===== config.mk =====
export PLATFORM = sky130hd
export DESIGN_NAME = clock_divider_n
export DESIGN_NICKNAME = d
export VERILOG_FILES = /design/src/rtl/clock_divider_n.sv
export SDC_FILE = /design/constraint.sdc
export NUM_CORES = 1
export LEC_CHECK = 0
export ABC_AREA = 1
export CORE_UTILIZATION = 40
export DETAILED_ROUTE_END_ITERATION = 10
export GPL_ROUTABILITY_DRIVEN = 0
export RECOVER_POWER = 100
export SYNTH_ARGS = -nofsm -noshare
export SYNTH_HDL_FRONTEND = slang
export SYNTH_SLANG_ARGS = --single-unit
export TNS_END_PERCENT = 100

===== constraint.sdc =====
create_clock -name clockin -period 2.2 [get_ports clockin]
set_clock_uncertainty 0.2 [all_clocks]
set_input_delay 0.44 -clock clockin [delete_from_list [all_inputs] [get_ports clockin]]
set_output_delay 0.44 -clock clockin [all_outputs]
set_load 0.05 [all_outputs]

===== src/rtl/clock_divider_n.sv =====
// clock_divider_n: runtime-programmable integer clock divider with enable, tick and pending-divisor staging.
// Latency: all outputs registered; clockout/tick rise one posedge after enable, divisor changes at a period boundary.
// Option CLKDIV_ODD_DUTY_EN: adds a negedge flop so odd divisors get an exact 50% duty cycle.
module clock_divider_n #(
  parameter int WIDTH       = 8,
  parameter int DEFAULT_DIV = 2
) (
  input  logic             clockin,
  input  logic             reset,
  input  logic             enable,
  input  logic [WIDTH-1:0] div_in,
  input  logic             div_load,
  output logic             clockout,
  output logic             tick,
  output logic [WIDTH-1:0] div_active,
  output logic             div_pending
);

  // Divide-by-0 and divide-by-1 are meaningless, so every divisor is clamped to at least 2.
  localparam logic [WIDTH-1:0] MIN_DIV = WIDTH'(2);
  localparam logic [WIDTH-1:0] DEF_DIV = (DEFAULT_DIV < 2) ? MIN_DIV : WIDTH'(DEFAULT_DIV);

  logic [WIDTH-1:0] cnt;
  logic [WIDTH-1:0] pend_val;
  logic             pend_flag;
  logic             q_pos;
  logic [WIDTH-1:0] load_val;
  logic [WIDTH-1:0] last_cnt;
  logic [WIDTH-1:0] high_len;
  logic             wrap;
  logic             apply;

  assign load_val = (div_in < MIN_DIV) ? MIN_DIV : div_in;
  assign last_cnt = div_active - WIDTH'(1);
  assign wrap     = (cnt == last_cnt);

  // A staged divisor lands on the wrap cycle so a period is never cut short;
  // with the divider parked there is no period to protect, so it lands at once.
  assign apply = pend_flag && (!enable || wrap);

`ifdef CLKDIV_ODD_DUTY_EN
  // Odd N: q_pos is high for (N-1)/2 cycles and the negedge copy stretches it by half a cycle.
  assign high_len = div_active >> 1;
`else
  // Odd N: the extra cycle goes to the high phase, (N+1)/2 high and (N-1)/2 low.
  assign high_len = (div_active >> 1) + {{(WIDTH-1){1'b0}}, div_active[0]};
`endif

  // Period counter, posedge output flop and the period-start tick pulse.
  always_ff @(posedge clockin) begin
    if (reset) begin
      cnt   <= '0;
      q_pos <= 1'b0;
      tick  <= 1'b0;
    end else if (enable) begin
      q_pos <= (cnt < high_len);
      tick  <= (cnt == '0);
      cnt   <= wrap ? '0 : cnt + WIDTH'(1);
    end else begin
      // Parking at zero makes re-enable start a fresh, full period.
      cnt   <= '0;
      q_pos <= 1'b0;
      tick  <= 1'b0;
    end
  end

  // Divisor staging: a load always wins over the clear of an apply in the same cycle,
  // while the apply itself still takes the value that was pending before the load.
  always_ff @(posedge clockin) begin
    if (reset) begin
      pend_val   <= DEF_DIV;
      pend_flag  <= 1'b0;
      div_active <= DEF_DIV;
    end else begin
      if (apply) begin
        div_active <= pend_val;
      end
      if (div_load) begin
        pend_val  <= load_val;
        pend_flag <= 1'b1;
      end else if (apply) begin
        pend_flag <= 1'b0;
      end
    end
  end

  assign div_pending = pend_flag;

`ifdef CLKDIV_ODD_DUTY_EN
  logic q_neg;

  // Half-cycle delayed copy of q_pos; ORed in only for odd divisors.
  always_ff @(negedge clockin) begin
    q_neg <= reset ? 1'b0 : q_pos;
  end

  assign clockout = div_active[0] ? (q_pos | q_neg) : q_pos;
`else
  assign clockout = q_pos;
`endif

endmodule

==> results of run 1 <==
-- stage by stage --
stage	setup TNS (ps)	utilization	instance area [µm²]	hold slack, ps
after global routing	-13.4	0.493	1990	297
final	0	0.493	1990	265
after CTS	0	0.494	1990	269
after detailed placement	0	0.482	1940	252
after floorplan	0	-	1710	230
after global placement	0	0.482	1940	248
-- worst max path at each step --
| stage | startpoint | end | slack, ps |
|---|---|---|---|
| 2_1_floorplan | div_active[4] | clockout | 30 |
| 3_3_place_gp | div_active[0] | clockout | 110 |
| 3_5_place_dp | div_active[0] | clockout | 70 |
| 4_1_cts | div_active[0] | clockout | 40 |
| 5_1_grt | div_active[0] | clockout | -10 |
| 6_report | div_active[0] | div_active[0] | 100 |
-- placed cells by master (no fill, tap or decap), drive strengths merged --
| cell | instances |
|---|---|
| nand2 | 41 |
| inv | 32 |
| nor2 | 29 |
| dfxtp | 27 |
| nand3 | 21 |
| a21oi | 20 |
| ha | 12 |
| clkdlybuf4s50 | 9 |
| o21ai | 9 |
| clkbuf | 9 |
| xor2 | 8 |
| buf | 8 |
| xnor2 | 7 |
| dlygate4sd3 | 5 |
| nand4 | 4 |
| nor3 | 3 |
| nor4 | 2 |
| or2 | 1 |
| a21boi | 1 |
| o211ai | 1 |
| o21a | 1 |
| and3 | 1 |
| a211oi | 1 |
| clkinvlp | 1 |
-- final cells by class --
type / instances / area share
Clock buffer: 3 / 0.0208
Clock inverter: 1 / 0.00378
Inverter: 32 / 0.0604
Multi-Input combinational cell: 162 / 0.494
Sequential cell: 27 / 0.277
Tap cell: 50 / 0.0315
Timing Repair Buffer: 28 / 0.113
-- routing by layer --
layer  vias up  part of all wire  track usage
met5         -                 0            0
li1        786                 -            -
met4         0             0.013       0.0559
met1       618              0.54        0.221
met2        14              0.42        0.241
met3         4             0.023       0.0240
-- state kept, by name (all words and copies together) (netlist names) --
signal / cells
pend_val: 8
tick: 1
div_active: 8
clockout: 1
cnt: 8
div_pending: 1
-- logic make-up (layout without fill, tap and decap cells) --
| family | Yosys count | after routing | share of synthesized area |
|---|---|---|---|
| flip-flops | 27 | 27 | 0.319 |
| buffers and inverters | 42 | 64 | 0.120 |
| adder cells (fa/ha/maj) | 12 | 12 | 0.0886 |
| AND/OR/NAND/NOR | 102 | 102 | 0.276 |
| XOR/XNOR | 15 | 15 | 0.0775 |
| AO/OA/AOI/OAI | 33 | 33 | 0.119 |
-- power by group through the flow --
stage	Sequential (mW)	Combinational (mW)	Clock (mW)
6_report	0.545	0.313	0.300
5_1_grt	0.550	0.349	0.318
4_1_cts	0.547	0.319	0.310
3_5_place_dp	0.558	0.318	0
3_3_place_gp	0.557	0.318	0
2_1_floorplan	0.602	0.192	0
==> metrics.yaml, run 1 <==
status: "completed"
h-tree-depth: 1
p_switching_mw: 0.395
core_area_um2: 4030
ioPinCount: 23
synthTopCellsByCount: "nand2_1 (38), inv_1 (30), dfxtp_1 (27)"
postCtsSetupBuffers: 0
power_mw: 1.16
row_count: 23
drive_gt1_frac: 0.162
cts_buffers: 3
p_leak_nw: 0.835
via_count: 1422
dr.pass1.iters: 4
hold_violations: 0
fin_crit_ps: 2100
slew_headroom: 0.594
hp-start: "pend_val[4]"
setup_ws_ps: 95.9
path_clk_slew_ps: 100
vdd.ir_drop.worst_v: 0.000300
ys_ff_latch: 27
hold_class: "register to register"
p_clk_frac: 0.259
r2r_setup_slack_ps: 130
swShare: 0.341
internal_power_mw: 0.763
antennaDiodeCount: 0
synth_edf_count: 0
postSynth.asyncResetShare: 0
grt_max_degree: 18
grt_pass1_vias: 1231
crit_slowest_cell: "clkdlybuf4s50_1"
syn_avg_cell_area_um2: 7.34
die_x_um: 67.1
cp-start-kind: "register"
antenna_found_initial: 0
critPathBufInv: 1
post_cts_resized: 0
hold_end: "pend_val[4]"
dp.cells: 299
die-area_um2: 4500
max_stage_delay_ps: 800
multi_input_area_um2: 982
drt-total-wl_mm: 3.35
yosysUniqueCellTypes: 32
drcViolationCount: 0
yosys.area.top_type_share: 0.319
drv_slew: 0
yosys.cell_count.top_type: "nand2_1"
r2r_cells: 9
setup_viol: 0
place_ws_ps: 66.7
syn_area_um2: 1700
rsz0062_at_grt: "true"
port-buffer-count: 22
critPathTopFamily: "buffers and inverters"
hpwl_mm: 2.61
start_util: 0.421
clock_latency_ps: 280
drt-initial-drc-count: 56
fmax_mhz: 475
ant_nets: 0
synthTopCellsByArea: "dfxtp_1 (32%), ha_1 (8.9%), nand2_1 (8.4%)"
cts.sinks: 27
clock_path_buffers: 2
tritoncts: "built"
syn-instance-count: 231
seq_power_share: 0.471
layout.area.seq_um2: 551
viasPerCell: 4.69
fin_nets: 278
grt_util_all_layers: 0.158
area_growth_pct: 17.3
synthFlopType: "dfxtp_1"
worstPathCellList: "clkdlybuf4s50_1"
cp.depth: 1
wl_per_cell_um: 11.1
ys_warn_count: 0
worstPathRequired_ps: 1560
cp.arrival_ps: 1460
clockRootBuffer: "clkbuf_8"
yosys.area.top_type: "dfxtp_1"
crit_type: "register to output port"
die_y_um: 67.1
holdPathStages: 2
finalNonFillerCells: 303
worstMarginPinSlew_ps: 611
maxCapViolations: 0
yosysSeqAreaShare: 0.319
pwr_density_cell_nw_per_um2: 583
r2r-start: "div_active[0]"
grt_pass1_wl_mm: 5.42
post-route-period-util: 0.956
endpoint_kind: "output port"
grt_remaining_overflow: 0
fill_cells: 440
p_comb_frac: 0.271
cts_hold_buf: 0
critPathMaxFanout: 5
r2r_end: "clockout"
synth_fp_nets: 255
(Power assumes the default switching activity.)
==> inputs of run 2 (changes only) <==
MAX_ROUTING_LAYER = met4   (was default)
==> results of run 2 <==
Same layout as run 1: the final DEF is identical, and so are final timing and power.
Among the figures that moved: overall routing resource usage 0.158 -> 0.162; met1 usage 0.221 -> 0.223; met3 usage 0.0240 -> 0.0205
